`src/rtl/cpu_prog_ctrl.sv`:
```
// ---------------------------------------------------------------------------
// cpu_prog_ctrl
//   Program store and run controller for the 4-bit CPU core. A host loads a
//   16 x 8-bit instruction memory while the controller is idle. The CPU reads
//   opecode/imm combinationally at its program address. The controller owns
//   the CPU reset and clock enable, which gives run, pause, single-step and
//   automatic halt when the CPU executes a jump to its own address.
//
// Ports
//   clk, n_rst           clock (rising edge), async active-low reset
//   wr_valid/wr_ready    host write handshake, wr_addr/wr_data = word to store
//   start/step/stop/clear run-control commands (clear > stop > start > step)
//   cpu_addr             CPU program counter
//   cpu_opecode/cpu_imm  mem[cpu_addr] split into [7:4] / [3:0]
//   cpu_n_rst, cpu_en    registered CPU reset (active low) and clock enable
//   state                0 IDLE, 1 RUN, 2 PAUSE, 3 HALT
//   retired              cpu_en cycles since leaving IDLE, saturating
// ---------------------------------------------------------------------------
module cpu_prog_ctrl #(
    parameter int          DEPTH    = 16,
    parameter logic [3:0]  HALT_OPC = 4'hF
) (
    input  logic        clk,
    input  logic        n_rst,
    input  logic        wr_valid,
    output logic        wr_ready,
    input  logic [3:0]  wr_addr,
    input  logic [7:0]  wr_data,
    input  logic        start,
    input  logic        step,
    input  logic        stop,
    input  logic        clear,
    input  logic [3:0]  cpu_addr,
    output logic [3:0]  cpu_opecode,
    output logic [3:0]  cpu_imm,
    output logic        cpu_n_rst,
    output logic        cpu_en,
    output logic [1:0]  state,
    output logic [15:0] retired
);

    typedef enum logic [1:0] {
        ST_IDLE  = 2'd0,
        ST_RUN   = 2'd1,
        ST_PAUSE = 2'd2,
        ST_HALT  = 2'd3
    } state_e;

    state_e      state_q, state_d;
    logic        cpu_en_q, cpu_en_d;
    logic        cpu_n_rst_q, cpu_n_rst_d;
    logic [15:0] retired_q, retired_d;
    logic        step_prev_q, step_prev_d;
    logic [7:0]  mem_q [DEPTH];
    logic [7:0]  mem_d [DEPTH];

    logic        halt_hit;
    logic        step_rise;

    // Read path: combinational so the CPU sees the word in the same cycle.
    assign cpu_opecode = mem_q[cpu_addr][7:4];
    assign cpu_imm     = mem_q[cpu_addr][3:0];

    // A self-jump is only meaningful while the CPU is actually executing it.
    assign halt_hit  = cpu_en_q && (cpu_opecode == HALT_OPC) && (cpu_imm == cpu_addr);
    // A step counts only on its rising edge, so a held step gives one pulse.
    assign step_rise = step && !step_prev_q;

    // -----------------------------------------------------------------------
    // State register
    // -----------------------------------------------------------------------
    always_ff @(posedge clk or negedge n_rst) begin
        if (!n_rst) begin
            state_q     <= ST_IDLE;
            cpu_en_q    <= 1'b0;
            cpu_n_rst_q <= 1'b0;
            retired_q   <= '0;
            step_prev_q <= 1'b0;
            for (int i = 0; i < DEPTH; i++) begin
                mem_q[i] <= '0;
            end
        end else begin
            state_q     <= state_d;
            cpu_en_q    <= cpu_en_d;
            cpu_n_rst_q <= cpu_n_rst_d;
            retired_q   <= retired_d;
            step_prev_q <= step_prev_d;
            mem_q       <= mem_d;
        end
    end

    // -----------------------------------------------------------------------
    // Next-state logic; command priority clear > stop > start > step.
    // In RUN/PAUSE a halt wins over stop/start because the self-jump has
    // already been executed in this cycle.
    // -----------------------------------------------------------------------
    always_comb begin
        state_d = state_q;
        if (clear) begin
            state_d = ST_IDLE;
        end else begin
            unique case (state_q)
                ST_IDLE: begin
                    if (stop)       state_d = ST_IDLE;
                    else if (start) state_d = ST_RUN;
                    else if (step)  state_d = ST_PAUSE;
                end
                ST_RUN: begin
                    if (halt_hit)   state_d = ST_HALT;
                    else if (stop)  state_d = ST_PAUSE;
                end
                ST_PAUSE: begin
                    if (halt_hit)   state_d = ST_HALT;
                    else if (stop)  state_d = ST_PAUSE;
                    else if (start) state_d = ST_RUN;
                end
                ST_HALT: state_d = ST_HALT;
            endcase
        end
    end

    // -----------------------------------------------------------------------
    // Output logic (registered CPU controls, retire counter, write port).
    // Write handshake: a word is stored at the edge where wr_valid and
    // wr_ready are both high; wr_ready is high exactly while IDLE and does
    // not depend on wr_valid.
    // -----------------------------------------------------------------------
    always_comb begin
        wr_ready    = (state_q == ST_IDLE);
        cpu_n_rst_d = (state_d != ST_IDLE);
        // One enable pulse for a fresh step edge while staying in PAUSE.
        cpu_en_d    = (state_d == ST_RUN) ||
                      ((state_q == ST_PAUSE) && (state_d == ST_PAUSE) && step_rise && !stop);
        step_prev_d = step;

        retired_d = retired_q;
        if (clear || (state_q == ST_IDLE)) begin
            retired_d = '0;
        end else if (cpu_en_q && (retired_q != 16'hFFFF)) begin
            retired_d = retired_q + 16'd1;
        end

        mem_d = mem_q;
        if (wr_valid && wr_ready) begin
            mem_d[wr_addr] = wr_data;
        end
    end

    assign cpu_en    = cpu_en_q;
    assign cpu_n_rst = cpu_n_rst_q;
    assign state     = state_q;
    assign retired   = retired_q;

endmodule
```
`config.mk`:
```
export PLATFORM = sky130hd
export DESIGN_NAME = cpu_prog_ctrl
export DESIGN_NICKNAME = d
export VERILOG_FILES = /design/src/rtl/cpu_prog_ctrl.sv
export SDC_FILE = /design/constraint.sdc
export NUM_CORES = 1
export LEC_CHECK = 0
export CELL_PAD_IN_SITES_DETAIL_PLACEMENT = 1
export CELL_PAD_IN_SITES_GLOBAL_PLACEMENT = 1
export CORE_MARGIN = 1
export CORE_UTILIZATION = 40
export DETAILED_ROUTE_END_ITERATION = 6
export MAX_ROUTING_LAYER = met4
export PLACE_DENSITY_LB_ADDON = 0.1
export SETUP_SLACK_MARGIN = 0.3
export SLEW_MARGIN = 25
export SYNTH_ARGS = -nofsm -noshare
export SYNTH_HDL_FRONTEND = slang
export SYNTH_SLANG_ARGS = --single-unit
export TNS_END_PERCENT = 1
```
`constraint.sdc`:
```
create_clock -name clk -period 5.6 [get_ports clk]
set_input_delay 0.84 -clock clk [delete_from_list [all_inputs] [get_ports clk]]
set_output_delay 0.84 -clock clk [all_outputs]
set_load 0.01 [all_outputs]
```
==> results.cfg, run 1 <==
[outcome]
status = completed

[routing]
drtIter0Drc = 238
dr_total_vias = 4500
via_per_inst = 5.639
wire_per_inst_um = 23.16
ant_nets = 0
finalWirelength_um = 18490
dr.pass1.iters = 5
post-route-drc-count = 0

[finish]
fin_nets = 585
fillers = 1723
antenna_cells = 0
multiInputGateArea_um2 = 3223
seq_area_um2 = 3729
fin_util_pct = 49.22
area.growth.synth_to_final_pct = 19.77
drive_gt1_share_pct = 35.60
final_cells = 798

[timing]
skew_ns = 0.006426
finalHoldViolations = 0
setup_viol = 0
slew_headroom_pct = 32.62
worst_slack_ns = 1.036
period_needed_ns = 4.564
tightest_slew_ns = 1.007
period_share_pct = 81.50
rsz0062_at_grt = no
fmax_ghz = 0.2191
tns_ns = 0
slew_violations = 0

[yosys]
yosys.area.top_type = dfrtp_1
syn-instance-count = 503
netlist_area_um2 = 7108
synthTopCellsByArea = dfrtp_1, mux2_2, mux4_1, mux4_2, mux2i_1
syn_avg_cell_area_um2 = 14.13
yosys.area_share.xor_xnor_pct = 1.479
ys_async_sr_fraction_pct = 100.0
synth_cell_types = 54
synth_mux_area_share_pct = 32.85
yosysSeqAreaShare_pct = 52.46
yosys.area_share.simple_pct = 6.953
synth-compound-area-share_pct = 3.556
yosysWarnings = 0
ys_ff_latch = 149
synth_adder_area_share_pct = 0.1760
synth_edf_count = 0
synth_top_area_share_pct = 52.46
synthFlopType = dfrtp_1
syn-num-nets = 527
synth_top_family_by_area = multiplexers

[clock_network]
holdBufCountCts = 0
cts_made_buffers = 17
htree_levels = 4
clock_sinks = 149
cts-root-buf = clkbuf_16
cts_tree = done
cts_setup_buffers = 0
clk_latency_ns = 0.42
ctsResizeCount = 0
clk_path_buf_depth = 2
path_clk_slew_ns = 0.06

[pwr]
switching_share_pct = 25.04
switchingPower_mw = 0.8108
p_int_mw = 2.428
pwr-share-seq_pct = 44.3
clkPwrFrac_pct = 37.6
pwr-share-comb_pct = 18.1
vdd_drop_max_mv = 0.2303
p_leak_nw = 3.669
p_per_area_nw_per_um2 = 380.4
power_mw = 3.239

[setup_path]
endpoint_kind = output pin
critPathKind = in -> out
cp_max_fo = 18
reg2reg_slack_ns = 2.59
startpoint_type = input port
critPathBufInv = 2
cp.depth = 4
required_ns = 4.76
path_cells = clkdlybuf4s50_1, mux4_1, mux4_1, clkdlybuf4s50_1
r2r-end = retired[15]
cp.arrival_ns = 3.72
critPathTopFamily = buffers and inverters
slowest_delay_ns = 1.13
r2r-start = retired[0]
r2r_cells = 9
slowest_stage = clkdlybuf4s50_1

[global_routing]
grt_pass1_wl_um = 29240
grt_overflow = 0
grt_pass1_vias = 4829
grt_max_degree = 105
antenna_found_initial = 0
grt_usage_pct = 22.80

[place]
post-place-ws_ns = 0.9953
place_congestion = 0.7509
io_buffers = 51
post-dp-hpwl_um = 11980
placedCellCount = 767

[run]
cap_violations = 0

[die]
core-area_um2 = 17300
die_h_um = 135.3
rows = 48
start_util_pct = 41.10
die_area_um2 = 18310
io_pins = 52
die_x_um = 135.3

[hold_path]
hp-class = in -> async
-- Yosys cell counts (all sizes together), types with 7 or more instances --
master / instances
nand3: 8
mux2i: 12
clkbuf: 14
buf: 12
mux4: 29
o21ai: 7
mux2: 133
nor2: 25
dfrtp: 149
inv: 10
nand2: 24
-- per-stage QoR --
| step | cell area [um2] | hold WS, ns |
|---|---|---|
| finish | 8513 | 0.4864 |
| floorplan | 7108 | 0.4704 |
| global placement | 7875 | 0.4781 |
| global route | 8513 | 0.5124 |
| CTS | 8511 | 0.5033 |
| detailed placement | 7891 | 0.4879 |
-- cells in the final DEF (no fill, tap or decap), types with 2 or more instances in the layout --
master and instances:
dfrtp_1 149, mux2_2 133, clkdlybuf4s50_1 50, nand2_1 24
nor2_1 23, mux4_1 17, clkbuf_16 17, buf_4 14
mux2i_1 12, mux4_2 12, inv_1 10, nand3_1 8
o21ai_0 7, nand4_1 6, xnor2_1 6, xor2_1 6
nor2b_1 5, a21oi_1 5, bufinv_16 4, a221oi_1 3
nor3_2 3, nand2b_1 3, or3_1 3, clkinv_2 3
or2_2 2, a22oi_1 2, a32oi_1 2, and2_1 2
a31oi_1 2, o41ai_1 2, nor2_2 2, and4_1 2
nor3_1 2, or3b_2 2, clkbuf_8 2, clkinvlp_4 2
inv_6 2
-- layer usage --
metal / wire [um] / GRT usage [%] / vias up
met2: 8968 / 35.93 / 106
met1: 8180 / 29.14 / 2373
li1: - / - / 1991
met3: 870 / 5.013 / 30
met5: 0 / - / -
met4: 465 / 7.615 / 0
-- logic make-up after synthesis --
| family | after synthesis |
|---|---|
| xor gates and xnor gates | 12 |
| AOI/OAI and AO/OA | 34 |
| and+or+nand+nor | 96 |
| DFF | 149 |
| adders and majority gates | 1 |
| buffers and inverters | 37 |
| muxes | 174 |
-- final cells by class --
type,instances,share of cell area [%]
clock buffers,19,5.203
clock inverters,12,2.072
inverters,11,0.4850
multi-input cells,317,37.86
flip-flops and latches,149,43.80
well taps,225,3.307
repair buffers,65,7.275
-- how the worst max path moves through the flow --
stage	slack, ns	endpoint	from
after floorplan	2.52	cpu_imm[0]	cpu_addr[1]
after global placement	1.05	cpu_imm[0]	cpu_addr[1]
after detailed placement	1.0	cpu_imm[0]	cpu_addr[1]
after CTS	1.0	cpu_imm[0]	cpu_addr[1]
after global routing	0.92	cpu_opecode[0]	cpu_addr[2]
final	1.04	cpu_imm[0]	cpu_addr[1]
-- registers in the layout, indices dropped and copies added, names as in the netlist --
| name | cells |
|---|---|
| cpu_en | 1 |
| cpu_n_rst | 1 |
| mem_q | 128 |
| retired | 16 |
| state | 2 |
| step_prev_q | 1 |
-- worst reg2reg max path, cell delays in order, from the launching register on --
cell and delay, ns:
dfrtp_1 0.41, ha_1 0.24, and3_1 0.21, nand4_1 0.19, o41ai_2 0.09, buf_4 0.19, nor4_1 0.78, or3b_2 0.52
xnor2_1 0.18, nor2_1 0.06
-- power groups by stage --
stage	registers (mW)	clock network [mW]	logic, mW
final	1.44	1.22	0.585
after global routing	1.47	1.28	0.633
after CTS	1.44	1.24	0.594
after detailed placement	1.45	0	0.586
after global placement	1.44	0	0.569
after floorplan	1.41	0	0.424
(Power assumes the default switching activity.)
==> run 2, diff against run 1 <==
Clock period 5.6 ns to 4.65 ns, I/O delays scaled along.
==> run 2 against run 1 <==
  * Sequential share of layout area fell by 0.31 points
  * Critical endpoint unchanged
  * Clock skew rose by 0.0017 ns
  * Clock power rose by 21%
  * Highest routed layer unchanged
  * First-iteration DRC count fell by 12%
  * Final cell count rose by 1.1%
  * Largest cell class unchanged
  * Worst setup slack got worse by 0.58 ns
  * Routed wire length rose by 2.9%
==> results.cfg, run 2 (same netlist as run 1, synthesis figures left out) <==
[finish]
mostFrequentLayoutCells = dfrtp_1, mux2_2, clkdlybuf4s50_1, nor2_1, nand2_1
largest-register = mem_q
final_cells = 807
largest_reg_flops = 128
antenna_cells = 0
fin_nets = 594
drive_gt1_share_pct = 35.91
postLayoutCellArea_um2 = 8573
area.growth.synth_to_final_pct = 20.61
final_common_cell = dfrtp_1

[clock_network]
cts-root-buf = clkbuf_16
clk_path_buf_depth = 2
htree_levels = 4
cts_setup_buffers = 0
clk_latency_ns = 0.43
clock_sinks = 149
path_clk_slew_ns = 0.06
cts_tree = done
ctsResizeCount = 0
cts_made_buffers = 17
holdBufCountCts = 0

[place]
io_buffers = 51
placedCellCount = 776
post-place-ws_ns = 0.4732
dpl_cell_area_um2 = 7949
place_congestion = 0.7621
post-dp-hpwl_um = 12620

[timing]
slew_headroom_pct = 38.45
period_needed_ns = 4.197
setup_viol = 0
period_share_pct = 90.26
tns_ns = 0
tightest_slew_ns = 0.9148
rsz0062_at_grt = no
finalHoldViolations = 0
slew_violations = 0
worst_slack_ns = 0.4531
skew_ns = 0.008090
fmax_ghz = 0.2383

[pwr]
vdd_drop_max_mv = 0.2544
p_per_area_nw_per_um2 = 458.9
p_leak_nw = 3.714
power_mw = 3.934

[global_routing]
grt_overflow = 0
grt_usage_pct = 23.48
grt_pass1_vias = 4930
grt_pass1_wl_um = 30100
antenna_found_initial = 0
grt_max_degree = 85

[routing]
finalWirelength_um = 19020
dr_total_vias = 4540
post-route-drc-count = 0
drtIter0Drc = 210
ant_nets = 0
wire_per_inst_um = 23.57
via_per_inst = 5.626
dr.pass1.iters = 4

[setup_path]
startpoint_type = input port
critPathKind = in -> out
endpoint_kind = output pin
required_ns = 3.95
cp.arrival_ns = 3.50
cp_max_fo = 12

[outcome]
status = completed

[hold_path]
hp-class = in -> async

[die]
core-area_um2 = 17300
die_area_um2 = 18310
start_util_pct = 41.10
die_x_um = 135.3
die_h_um = 135.3
io_pins = 52
rows = 48

[run]
cap_violations = 0
## run 2: cell types whose count changed in the layout (fill, tap and decap cells not counted), sizes merged
cell	previous run	this run
inv	12	10
clkinv	5	4
buf	14	24
clkbuf	20	22
## run 2: worst max-delay path, stage by stage
cell	delay, ns
clkdlybuf4s50_1	1.00
mux4_1	0.71
mux4_1	0.57
clkdlybuf4s50_1	0.51
## run 2: final timing paths
| path | start | end | slack, ns | depth (start not counted) |
|---|---|---|---|---|
| max | cpu_addr[1] | cpu_imm[0] | 0.45 | 4 |
| min | n_rst | retired[9] | 0.31 | 1 |
| max reg2reg | retired[0] | retired[15] | 1.83 | 8 |
| min reg2reg | mem_q[8] | mem_q[8] | 0.50 | 1 |
| max in group asynchronous | n_rst | mem_q[16] | 3.34 | 2 |
| min in group clk | mem_q[8] | mem_q[8] | 0.50 | 1 |
## run 2: final cells by class
type / instances / area, um2
Multi-Input combinational cell: 317 / 3213
Sequential cell: 149 / 3729
Fill cell: 1743 / 8723
Clock buffer: 22 / 474.2
Clock inverter: 9 / 150.1
Tap cell: 225 / 281.5
Timing Repair Buffer: 74 / 684.4
Inverter: 11 / 41.29
## run 2: where the power goes
group	internal (mW)	total [mW]	switching [mW]
Combinational	0.432	0.716	0.284
Sequential	1.59	1.74	0.153
Clock	0.935	1.48	0.544
## run 2: routing by layer
metal	up-vias	track usage, %	routed length, um
met1	2403	30.80	8662
met5	-	-	0
met4	0	8.427	376
li1	2008	-	-
met2	97	36.32	9210
met3	32	4.489	768
## run 2: per-stage QoR
stage                     hold slack, ns  utilization [%]
after floorplan                   0.4019                -
after global placement            0.4798            45.92
after detailed placement          0.4871            45.96
after CTS                         0.3613            49.57
after global routing              0.3744            49.57
final                             0.3135            49.57
==> run 3, diff against run 2 <==
Clock period 4.65 ns to 4.8 ns, I/O delays scaled along.
==> run 3 against run 2 <==
  * Sequential cell count unchanged
  * Sequential share of layout area increased by 0.19 points
  * Clock-buffer cell count increased by 1
  * Routed wire length decreased by 2.7%
  * Non-clock buffer count decreased by 1
  * Via count decreased by 1.7%
  * Clock skew decreased by 0.00073 ns
  * Critical endpoint is now cpu_opecode[1]
  * First-iteration DRC count increased by 12%
  * Die area unchanged
  * Hold slack got worse by 0.094 ns
  * Combinational power decreased by 3.9%
  * Critical path depth increased by 3
==> results.cfg, run 3 (same netlist as run 1, synthesis figures left out) <==
[setup_path]
endpoint_kind = output pin
r2r-end = mem_q[123]
critPathKind = in -> out
r2r_cells = 7
r2r-start = state[1]
required_ns = 4.08
startpoint_type = input port
reg2reg_slack_ns = 2.07
cp_max_fo = 12
cp.arrival_ns = 3.51

[finish]
fin_nets = 593
antenna_cells = 0
fillers = 1729
area.growth.synth_to_final_pct = 20.08
mostFrequentLayoutCells = dfrtp_1, mux2_2, clkdlybuf4s50_1, nor2_1, nand2_1
largest_reg_flops = 128
postLayoutCellArea_um2 = 8536
drive_gt1_share_pct = 35.74
final_common_cell = dfrtp_1
largest-register = mem_q
fin_util_pct = 49.35

[pwr]
clkPwrFrac_pct = 35.4
vdd_drop_max_mv = 0.2586
switching_share_pct = 25.09
p_leak_nw = 3.687
pwr-share-comb_pct = 18.8
switchingPower_mw = 0.9191
p_int_mw = 2.744
p_per_area_nw_per_um2 = 429.2
power_mw = 3.664
pwr-share-seq_pct = 45.8

[clock_network]
clk_latency_ns = 0.42
cts-root-buf = clkbuf_16
ctsResizeCount = 0
holdBufCountCts = 0
path_clk_slew_ns = 0.06
cts_setup_buffers = 0
cts_made_buffers = 17
cts_tree = done
clk_path_buf_depth = 2
htree_levels = 4
clock_sinks = 149

[timing]
period_needed_ns = 4.227
skew_ns = 0.007356
slew_headroom_pct = 46.93
tightest_slew_ns = 0.7935
tns_ns = 0
fmax_ghz = 0.2366
finalHoldViolations = 0
slew_violations = 0
rsz0062_at_grt = no
setup_viol = 0
worst_slack_ns = 0.5731
period_share_pct = 88.06

[die]
die_area_um2 = 18310
rows = 48
die_x_um = 135.3
die_h_um = 135.3
io_pins = 52
start_util_pct = 41.10
core-area_um2 = 17300

[global_routing]
grt_pass1_wl_um = 29440
antenna_found_initial = 0
grt_max_degree = 122
grt_pass1_vias = 4885
grt_usage_pct = 22.86
grt_overflow = 0

[run]
cap_violations = 0

[outcome]
status = completed

[place]
post-place-ws_ns = 0.5947
place_congestion = 0.7799
dpl_cell_area_um2 = 7931
io_buffers = 51
post-dp-hpwl_um = 12220

[routing]
finalWirelength_um = 18510
dr.pass1.iters = 4
dr_total_vias = 4462
ant_nets = 0
via_per_inst = 5.529
post-route-drc-count = 0
wire_per_inst_um = 22.93
drtIter0Drc = 236

[hold_path]
hp-class = in -> async
## run 3: changes by cell type in the layout (fill, tap and decap cells not counted), sizes merged
cell and change:
buf -1, clkinv +1, clkbuf +1, bufinv -2, clkinvlp +1
## run 3: per-layer routing
| metal | global-route usage [%] | routed length [um] | up-vias |
|---|---|---|---|
| li1 | - | - | 2003 |
| met1 | 30.84 | 8781 | 2373 |
| met2 | 35.33 | 8974 | 70 |
| met3 | 4.415 | 537 | 16 |
| met4 | 6.055 | 212 | 0 |
| met5 | - | 0 | - |
## run 3: how the worst max path moves through the flow
stage	start	to	slack (ns)
finish	cpu_addr[1]	cpu_opecode[1]	0.57
floorplan	cpu_addr[1]	cpu_imm[0]	1.96
global placement	cpu_addr[1]	cpu_opecode[1]	0.54
detailed placement	cpu_addr[1]	cpu_en	0.59
CTS	cpu_addr[1]	cpu_opecode[1]	0.59
global route	cpu_addr[1]	cpu_opecode[1]	0.46
## run 3: stage by stage
step           hold WS (ns)  instances
2_1_floorplan        0.4244        503
3_3_place_gp         0.4789        774
3_5_place_dp         0.4889        774
4_1_cts              0.4324        806
5_1_grt              0.2458        807
6_report             0.2193        807
## run 3: critical path: stages
cell and delay, ns:
clkdlybuf4s50_1 0.82, buf_4 0.39, nor2b_1 0.17, a221oi_1 0.50, o21ai_0 0.22, nand2_1 0.13
clkdlybuf4s50_1 0.54
## run 3: layout make-up
| type | instances | area, um2 | area share [%] |
|---|---|---|---|
| Sequential cell | 149 | 3729 | 43.68 |
| Tap cell | 225 | 281.5 | 3.298 |
| Clock buffer | 23 | 467.9 | 5.482 |
| Timing Repair Buffer | 73 | 700.7 | 8.209 |
| Multi-Input combinational cell | 317 | 3213 | 37.64 |
| Inverter | 11 | 41.29 | 0.4837 |
| Clock inverter | 9 | 102.6 | 1.202 |
## run 3: power groups by stage
stage	sequential, mW	clock, mW	combinational (mW)
after floorplan	1.64	0	0.495
final	1.68	1.30	0.688
after global placement	1.68	0	0.669
after CTS	1.68	1.33	0.696
after detailed placement	1.70	0	0.692
after global routing	1.71	1.39	0.747
